## src/rtl/heater_bank_if.sv

```systemverilog
`default_nettype none
// ============================================================================
// Module      : heater_bank_if
// Description : Bundles the software-facing controls and heater-facing status
//               of one heater bank controller.
//               master : software / register side (drives requests, modes,
//                        heater error flags, clears; observes status)
//               slave  : heater_bank_ctrl (observes requests, drives status)
//               Signals:
//                 enable_req    [N]        per-channel enable request
//                 pwm_mode      [1]        0 = continuous, 1 = PWM throttled
//                 duty          [PWM_BITS] global PWM duty
//                 trip_en       [1]        error edge auto-disables channel
//                 heater_error  [N]        error flags from heater channels
//                 err_clear     [N]        per-channel sticky/trip clear
//                 heater_enable [N]        registered heater enables
//                 err_sticky    [N]        latched error flags
//                 err_total     [ERRCNT_W] saturating error-edge tally
//                 busy          [1]        requests pending, not yet granted
// Revision    : 1.0 - initial release
// ============================================================================
interface heater_bank_if #(
    parameter int N        = 32,
    parameter int PWM_BITS = 8,
    parameter int ERRCNT_W = 16
);
    logic [N-1:0]        enable_req;
    logic                pwm_mode;
    logic [PWM_BITS-1:0] duty;
    logic                trip_en;
    logic [N-1:0]        heater_error;
    logic [N-1:0]        err_clear;
    logic [N-1:0]        heater_enable;
    logic [N-1:0]        err_sticky;
    logic [ERRCNT_W-1:0] err_total;
    logic                busy;

    modport master (
        output enable_req, pwm_mode, duty, trip_en, heater_error, err_clear,
        input  heater_enable, err_sticky, err_total, busy
    );

    modport slave (
        input  enable_req, pwm_mode, duty, trip_en, heater_error, err_clear,
        output heater_enable, err_sticky, err_total, busy
    );
endinterface
`default_nettype wire

```

## src/rtl/heater_bank_ctrl.sv

```systemverilog
`default_nettype none
// ============================================================================
// Module      : heater_bank_ctrl
// Description : Per-bank controller between software enable registers and N
//               heater channels. Grants channel turn-ons one at a time with a
//               fixed spacing of STAGGER clocks (lowest index first), applies
//               optional phase-spread PWM throttling, captures sticky
//               per-channel errors with optional auto-trip and keeps a
//               saturating tally of error rising edges.
//               Ports:
//                 clk  : heater clock
//                 rst  : asynchronous, active-high reset
//                 bus  : heater_bank_if.slave (requests, modes, errors in;
//                        heater_enable, err_sticky, err_total, busy out)
// Revision    : 1.0 - initial release
// ============================================================================
module heater_bank_ctrl #(
    parameter int N          = 32,
    parameter int STAGGER    = 256,
    parameter int PWM_BITS   = 8,
    parameter int PHASE_STEP = 8,
    parameter int ERRCNT_W   = 16
) (
    input  logic          clk,
    input  logic          rst,
    heater_bank_if.slave  bus
);

    localparam int CNT_W = (STAGGER > 1) ? $clog2(STAGGER) : 1;
    localparam int PC_W  = $clog2(N + 1);
    localparam int SUM_W = ((ERRCNT_W > PC_W) ? ERRCNT_W : PC_W) + 1;

    localparam logic [CNT_W-1:0]    C_CNT_LOAD = CNT_W'(STAGGER - 1);
    localparam logic [ERRCNT_W-1:0] C_ERR_MAX  = '1;

    typedef enum logic [0:0] {
        S_IDLE = 1'b0,
        S_HOLD = 1'b1
    } state_t;

    state_t              r_state;
    logic [CNT_W-1:0]    r_cnt;
    logic [N-1:0]        r_grant;
    logic [N-1:0]        r_tripped;
    logic [N-1:0]        r_err_prev;
    logic [N-1:0]        r_sticky;
    logic [N-1:0]        r_enable;
    logic [ERRCNT_W-1:0] r_err_total;
    logic                r_busy;
    logic [PWM_BITS-1:0] r_phase;

    logic [N-1:0]        w_rise;
    logic [N-1:0]        w_trip_set;
    logic [N-1:0]        w_pend;
    logic [N-1:0]        w_pick;
    logic [N-1:0]        w_new_grant;
    logic                w_slot_open;
    logic [N-1:0]        w_on;
    logic [PC_W-1:0]     w_rise_cnt;
    logic [SUM_W-1:0]    w_sum;
    logic [ERRCNT_W-1:0] w_total_next;

    assign w_rise     = bus.heater_error & ~r_err_prev;
    assign w_trip_set = bus.trip_en ? w_rise : '0;
    assign w_pend     = bus.enable_req & ~r_grant & ~r_tripped;

    // Isolate the lowest set bit of the pending vector.
    assign w_pick = w_pend & (~w_pend + N'(1));

    // A turn-on slot is available when idle, or on the edge where the
    // stagger counter has run down to zero.
    assign w_slot_open = (r_state == S_IDLE) || (r_cnt == '0);
    assign w_new_grant = w_slot_open ? w_pick : '0;

    // ------------------------------------------------------------------
    // Grant sequencer. Disables (request low or trip) apply immediately in
    // any state; a grant picked on the same edge its channel trips is
    // cancelled by the trip but still consumes the stagger slot.
    // ------------------------------------------------------------------
    always_ff @(posedge clk or posedge rst) begin
        if (rst) begin
            r_state <= S_IDLE;
            r_cnt   <= '0;
            r_grant <= '0;
            r_busy  <= 1'b0;
        end else begin
            r_grant <= (r_grant | w_new_grant) & bus.enable_req & ~w_trip_set;
            r_busy  <= |w_pend;
            if (w_slot_open) begin
                if (|w_pend) begin
                    r_state <= (STAGGER > 1) ? S_HOLD : S_IDLE;
                    r_cnt   <= C_CNT_LOAD;
                end else begin
                    r_state <= S_IDLE;
                end
            end else begin
                r_cnt <= r_cnt - CNT_W'(1);
            end
        end
    end

    // ------------------------------------------------------------------
    // PWM: each channel sees the shared phase counter shifted by its own
    // offset, so channel turn-on points are spread across the period.
    // ------------------------------------------------------------------
    for (genvar gi = 0; gi < N; gi++) begin : g_pwm
        logic [PWM_BITS-1:0] w_phase_ch;
        assign w_phase_ch = r_phase + PWM_BITS'(gi * PHASE_STEP);
        assign w_on[gi]   = (w_phase_ch < bus.duty);
    end

    // ------------------------------------------------------------------
    // Error tally: popcount of rising edges, then a saturating add done in
    // a wider width so overflow is visible before clamping.
    // ------------------------------------------------------------------
    always_comb begin
        w_rise_cnt = '0;
        for (int i = 0; i < N; i++) begin
            w_rise_cnt = w_rise_cnt + PC_W'(w_rise[i]);
        end
    end

    assign w_sum        = SUM_W'(r_err_total) + SUM_W'(w_rise_cnt);
    assign w_total_next = (w_sum > SUM_W'(C_ERR_MAX)) ? C_ERR_MAX
                                                      : w_sum[ERRCNT_W-1:0];

    // ------------------------------------------------------------------
    // Error capture, phase counter and output register. A rising edge and
    // a clear in the same cycle leave the flag set.
    // ------------------------------------------------------------------
    always_ff @(posedge clk or posedge rst) begin
        if (rst) begin
            r_err_prev  <= '0;
            r_sticky    <= '0;
            r_tripped   <= '0;
            r_err_total <= '0;
            r_phase     <= '0;
            r_enable    <= '0;
        end else begin
            r_err_prev  <= bus.heater_error;
            r_sticky    <= (r_sticky & ~bus.err_clear) | w_rise;
            r_tripped   <= (r_tripped & ~bus.err_clear) | w_trip_set;
            r_err_total <= w_total_next;
            r_phase     <= r_phase + PWM_BITS'(1);
            r_enable    <= r_grant & (bus.pwm_mode ? w_on : '1);
        end
    end

    assign bus.heater_enable = r_enable;
    assign bus.err_sticky    = r_sticky;
    assign bus.err_total     = r_err_total;
    assign bus.busy          = r_busy;

endmodule
`default_nettype wire

```

## src/flat_wrapper.sv

```systemverilog
// flat-port wrapper written by rule: the top's interface ports become plain ports
module heater_bank_ctrl_flat 
#(
    parameter int N          = 32,
    parameter int STAGGER    = 256,
    parameter int PWM_BITS   = 8,
    parameter int PHASE_STEP = 8,
    parameter int ERRCNT_W   = 16
)
  (clk, rst, bus_enable_req, bus_pwm_mode, bus_duty, bus_trip_en, bus_heater_error, bus_err_clear, bus_heater_enable, bus_err_sticky, bus_err_total, bus_busy);
  heater_bank_if #(.N(N), .PWM_BITS(PWM_BITS), .ERRCNT_W(ERRCNT_W)) bus_i ();
  input  logic clk;
  input  logic rst;
  input wire logic [$bits(bus_i.enable_req)-1:0] bus_enable_req;
  input wire logic [$bits(bus_i.pwm_mode)-1:0] bus_pwm_mode;
  input wire logic [$bits(bus_i.duty)-1:0] bus_duty;
  input wire logic [$bits(bus_i.trip_en)-1:0] bus_trip_en;
  input wire logic [$bits(bus_i.heater_error)-1:0] bus_heater_error;
  input wire logic [$bits(bus_i.err_clear)-1:0] bus_err_clear;
  output wire logic [$bits(bus_i.heater_enable)-1:0] bus_heater_enable;
  output wire logic [$bits(bus_i.err_sticky)-1:0] bus_err_sticky;
  output wire logic [$bits(bus_i.err_total)-1:0] bus_err_total;
  output wire logic [$bits(bus_i.busy)-1:0] bus_busy;
  assign bus_i.enable_req = bus_enable_req;
  assign bus_i.pwm_mode = bus_pwm_mode;
  assign bus_i.duty = bus_duty;
  assign bus_i.trip_en = bus_trip_en;
  assign bus_i.heater_error = bus_heater_error;
  assign bus_i.err_clear = bus_err_clear;
  assign bus_heater_enable = bus_i.heater_enable;
  assign bus_err_sticky = bus_i.err_sticky;
  assign bus_err_total = bus_i.err_total;
  assign bus_busy = bus_i.busy;
  heater_bank_ctrl #(.N(N), .STAGGER(STAGGER), .PWM_BITS(PWM_BITS), .PHASE_STEP(PHASE_STEP), .ERRCNT_W(ERRCNT_W)) u_core (.clk(clk), .rst(rst), .bus(bus_i));
endmodule
```

## config.mk

```make
export PLATFORM = sky130hd
export DESIGN_NAME = heater_bank_ctrl_flat
export DESIGN_NICKNAME = d
export VERILOG_FILES = /design/src/rtl/heater_bank_if.sv /design/src/rtl/heater_bank_ctrl.sv /design/src/flat_wrapper.sv
export SDC_FILE = /design/constraint.sdc
export NUM_CORES = 1
export LEC_CHECK = 0
export ABC_CLOCK_PERIOD_IN_PS = 9410
export BUFFER_PORTS_ARGS = -buffer_cell sky130_fd_sc_hd__buf_4
export CORE_ASPECT_RATIO = 1.2
export CORE_MARGIN = 4
export CORE_UTILIZATION = 46
export CTS_CLUSTER_SIZE = 30
export DETAILED_ROUTE_END_ITERATION = 8
export PLACE_DENSITY_LB_ADDON = 0.15
export SKIP_LAST_GASP = 1
export SYNTH_ARGS = -nofsm -noshare
export SYNTH_HDL_FRONTEND = slang
export SYNTH_SLANG_ARGS = --single-unit
```

## constraint.sdc

```tcl
create_clock -name clk -period 9.41 [get_ports clk]
set_clock_uncertainty 0.2 [all_clocks]
set_input_delay 1.882 -clock clk [delete_from_list [all_inputs] [get_ports clk]]
set_output_delay 1.882 -clock clk [all_outputs]
set_load 0.02 [all_outputs]
```

# Yosys cells after proc, flatten, opt, wreduce, memory -nomap -nowiden
# Cells that the tools add are included.
# Widths: inputs -> output; s select.
# totals
register_bits,194
in_bits,108
output_inout_bits,81
# op_classes
addsub,66
order_cmp,33
eq_ne,1
n_mux,7
bitwise,19
reduce_logical,3
# op_table
op,n
$and 32x32->32,9
$lt 8x8->1,32
$not 32->32,6
$add 6x1->6,30
$add 8x8->8 const B,16
$mux 32,3
$or 32x32->32,3
$add 8x7->8 const B,8
$add 32x1->32 const B,1
$add 8x6->8 const B,4
$reduce_or 32->1,1
$add 16x6->17,1
$gt 17x16->1 const B,1
$add 8x5->8 const B,2
$mux 16,1
$mux 8,2
$add 8x1->8 const B,1
$add 8x4->8 const B,1
$logic_not 8->1,1
$sub 8x1->8 const B,1
$add 1x1->2,1
$ne 2x2->1 const B,1
$logic_or 1x1->1,1
$mux 1,1
$not 1->1,1

# Depth between registers and ports, before layout
# depth
ltp_word,36
mapped_depth,26
mapped_depth_nobuf,26

# Worst setup path before layout
# OpenSTA, ideal clock, no wires.
# synth_timing
kind,input to register
start,input bus_heater_error[1]
end,"register u_core.r_err_total[8], in the netlist u_core.bus.err_total[8]"
setup_time_ps,83
t_arrival_ps,7782
setup_slack_ps,1345
cell_stages,22
n_path_buf,1
cell_sequence,nor2b_1 ha_1 inv_1 fa_1 fa_1 fa_1 fa_1 fa_1 fa_1 fa_1 fa_1 inv_1 a21o_1 a21oi_1 xnor2_1 ha_1 o211a_1 o31ai_1 a21oi_1 nand4_1 clkbuf_1 o21ai_0
# synth_via
elab_chain_len,35
# synth_lines
item,line_no,source
start: declaration,flat_wrapper.sv:18,input wire logic [$bits(bus_i.heater_error)-1:0] bus_heater_error;
$and 32x32->32 *,heater_bank_ctrl.sv:63,assign w_rise = bus.heater_error & ~r_err_prev;
$add 1x1->2 *,heater_bank_ctrl.sv:119,w_rise_cnt = w_rise_cnt + PC_W'(w_rise[i]);
$add 6x1->6 * (30 in a row),heater_bank_ctrl.sv:119,
$add 16x6->17 *,heater_bank_ctrl.sv:123,assign w_sum = SUM_W'(r_err_total) + SUM_W'(w_rise_cnt);
$gt 17x16->1,heater_bank_ctrl.sv:124,assign w_total_next = (w_sum > SUM_W'(C_ERR_MAX)) ? C_ERR_MAX
$mux 16 *,heater_bank_ctrl.sv:124,
net u_core.w_total_next[8],heater_bank_ctrl.sv:61,logic [ERRCNT_W-1:0] w_total_next;
end signal: assignment,heater_bank_ctrl.sv:143,r_err_total <= w_total_next;
end: declaration,heater_bank_ctrl.sv:48,logic [ERRCNT_W-1:0] r_err_total;
# Mark *: on every way through the listed nets, which the timed path passes. The rest lies on a longest branch.
# A chain may end at the register's enable or synchronous reset.

# Final worst setup path
# layout_timing
start,input bus_heater_error[1]
end,"register u_core.r_err_total[11], in the netlist u_core.bus.err_total[11]"
# Same word-level chain as after synthesis.

==> flow_metrics.tcl <==
set metrics [dict create \
    status "finished clean" \
    hp-start "u_core.r_tripped[27]" \
    grt_max_degree 141 \
    postCtsResizedCells 0 \
    r2r-start "u_core.r_err_prev[1]" \
    place_hpwl_um 22800 \
    synth_edf_count 0 \
    rr_endpoint "u_core.bus.err_total[11]" \
    cts_max_level 4 \
    clkTransAtPathRegs_ns 0.08 \
    insertion_delay_ns 0.43 \
    worstPathRequired_ns 9.59 \
    post_cts_buffers 0 \
    cpMostUsedCell "fa_1" \
    ys_seq_elements 194 \
    synth_seq_area_share 0.452 \
    max_slew_margin 0.247 \
    maxCapViolCount 0 \
    vias_per_cell 5.18 \
    synth_cell_types 53 \
    p_per_area_mw_per_mm2 212 \
    cp_slowest_stage_delay_ns 0.57 \
    post-route-period-util 0.884 \
    yosysWarnings 0 \
    multiInputGateArea_mm2 0.00517 \
    num_vias 8249 \
    cts_made_buffers 17 \
    wl_per_cell_um 18.0 \
    start_util 0.473 \
    crit_type "in -> reg" \
    fmax_ghz 0.120 \
    cts_sinks 194 \
    syn_inst 1075 \
    holdBufCountCts 0 \
    grtUsageTotal 0.227 \
    dp_slack_ns 0.666 \
    dieArea_mm2 0.0259 \
    synth_area_mm2 0.0107 \
    synth_flop_cell "dfrtp_1" \
    r2r_slack_ns 2.27 \
    end_kind "flip-flop" \
    drc_errors 0 \
    grt_pass1_wl_um 45800 \
    mostFrequentLayoutCell "dfrtp_1" \
    regArea_mm2 0.00485 \
    grt_pass1_vias 8632 \
    synthTopCellsByArea "dfrtp_1, ha_1, inv_1" \
    core_area_mm2 0.0227 \
    antenna_found_initial 0 \
    reg2reg_depth 23 \
    fp.dieW_um 147 \
    yosysTopAreaCell "dfrtp_1" \
    crit_path_max_fanout 10 \
    setup_viol 0 \
    setup_ws_ns 1.09 \
    placed_area_mm2 0.0125 \
    routed_wirelength_um 28700 \
    drtPass1Iterations 5 \
    io_pins 189 \
    diodes 0 \
    hold_depth 1 \
    layout_min_cycle_time_ns 8.32 \
    fin_setup_tns_ns 0 \
    finalMaxSlewViolations 0 \
    dp.cells 1561 \
    synth_top_cell_area_share 0.452 \
    worst_setup_path_start_kind "primary input" \
    overflow 0 \
    fillers 2102 \
    cpMaxStageDelayCell "fa_1" \
    fin_cells 1593 \
    root_buffer "clkbuf_16" \
    hp-class "reg -> reg" \
    ant_nets 0 \
    area_growth_pct 21.9 \
    drive_gt1_frac 0.186 \
    cts_tree "done" \
    async_flop_share 1.00 \
    final_cell_mix "dfrtp_1, buf_4, inv_1" \
    hold_path_end "u_core.r_grant[27]" \
    worst_slew_pin_slew_ns 1.13 \
    fin_area_mm2 0.0131 \
    path_cells "buf_4, nor2b_1, ha_1, inv_1, fa_1, fa_1, fa_1, fa_1, fa_1, fa_1, fa_1, fa_1, inv_1, a21o_1, a21oi_1, xnor2_1, ha_1, o211a_1, o31ai_1, a21oi_1, nand4_1, buf_4, nand2_1, mux2_2" \
    final_nets 1496 \
    arrival_ns 8.50 \
    vdd_drop_max_uv 242 \
    finalHoldViolCount 0 \
    portBuffers 188 \
    die_h_um 175 \
    syn_nets 1301 \
    rows 60 \
    cts.path.max_buffers 2 \
    drtIter0Drc 367 \
    rsz0062_at_grt "false" \
    synth_area_per_cell_um2 9.99 \
    power.leakage_nw 6.75 \
    gp_congestion 0.877 \
]
[logic make-up after synthesis]
kind of cell | count (synthesis) | share of synthesized area
flip-flops | 194 | 0.452
AO/OA/AOI/OAI | 256 | 0.147
adder cells (fa/ha/maj) | 118 | 0.155
AND/OR/NAND/NOR | 278 | 0.143
XOR/XNOR | 39 | 0.0318
multiplexers | 5 | 0.00513
buffers and inverters | 185 | 0.0661
[Yosys cell counts (all sizes together) (2+ instances only)]
library cell / n
xnor2: 29
o211a: 12
xor2: 10
a41o: 3
ha: 93
and3: 9
mux2: 4
nand2b: 28
a21o: 17
inv: 170
o31ai: 4
o211ai: 7
nor3b: 22
and2: 2
a32oi: 2
a31oi: 19
dfrtp: 194
nand3b: 24
clkbuf: 12
nor4: 4
nor2b: 15
a21boi: 2
nand3: 42
o21bai: 2
nor4b: 2
o41ai: 2
nand2: 61
nor3: 13
nand4: 7
o2111ai: 4
or3: 3
a21oi: 66
o21ai: 87
a211oi: 2
o21a: 23
buf: 3
fa: 25
nor2: 43
[how the worst max path moves through the flow]
stage / slack, ns / to / from / depth (start not counted)
global route: 0.61 / u_core.bus.err_total[11] / bus_heater_error[1] / 24
floorplan: 1.34 / u_core.bus.err_total[8] / bus_heater_error[1] / 22
global placement: 0.86 / u_core.bus.err_total[11] / bus_heater_error[1] / 24
finish: 1.09 / u_core.bus.err_total[11] / bus_heater_error[1] / 24
CTS: 1.09 / u_core.bus.err_total[11] / bus_heater_error[1] / 24
detailed placement: 0.67 / u_core.bus.err_total[11] / bus_heater_error[1] / 24
[state kept, by name, summed over array words and instances, names as in the netlist]
register	count
u_core.bus.busy	1
u_core.r_err_prev	32
u_core.r_cnt	8
u_core.bus.heater_enable	32
u_core.r_tripped	32
u_core.r_phase	8
u_core.r_grant	32
u_core.r_state	1
u_core.bus.err_total	16
u_core.bus.err_sticky	32
[report_power, final]
part / internal (mW) / leakage, nW / switching, mW
logic: 0.483 / 3.97 / 0.602
clock network: 0.401 / 0.296 / 0.344
registers: 0.902 / 2.49 / 0.0434
total: 1.79 / 6.75 / 0.989
[final cells by class]
cell class / instances / area share
inverter: 170 / 0.0493
sequential: 194 / 0.371
multi-input combinational: 696 / 0.395
clock buffer: 17 / 0.0325
tap: 310 / 0.0296
clock inverter: 15 / 0.0131
timing repair buffer: 191 / 0.110
[stage by stage]
step / power (mW) / utilization / hold slack (ns)
floorplan: 1.74 / - / 0.229
global placement: 2.03 / 0.551 / 0.239
detailed placement: 2.05 / 0.551 / 0.250
CTS: 2.80 / 0.577 / 0.260
global route: 2.97 / 0.577 / 0.280
finish: 2.77 / 0.577 / 0.260
[layer usage]
metal / vias up / global-route usage / routed length [µm]
met5: - / 0 / 0
li1: 4040 / - / -
met2: 179 / 0.401 / 14700
met4: 0 / 0.0711 / 786
met3: 39 / 0.0467 / 1250
met1: 3991 / 0.278 / 11900
[critical path: cells and delay by family]
family                     cells  cell delay, ns
and+or+nand+nor                3            0.61
adders and majority gates     10            4.40
AOI/OAI and AO/OA              5            0.85
muxes                          1            0.13
buffers and inverters          4            0.48
xor gates and xnor gates       1            0.14
(Power assumes the default switching activity.)
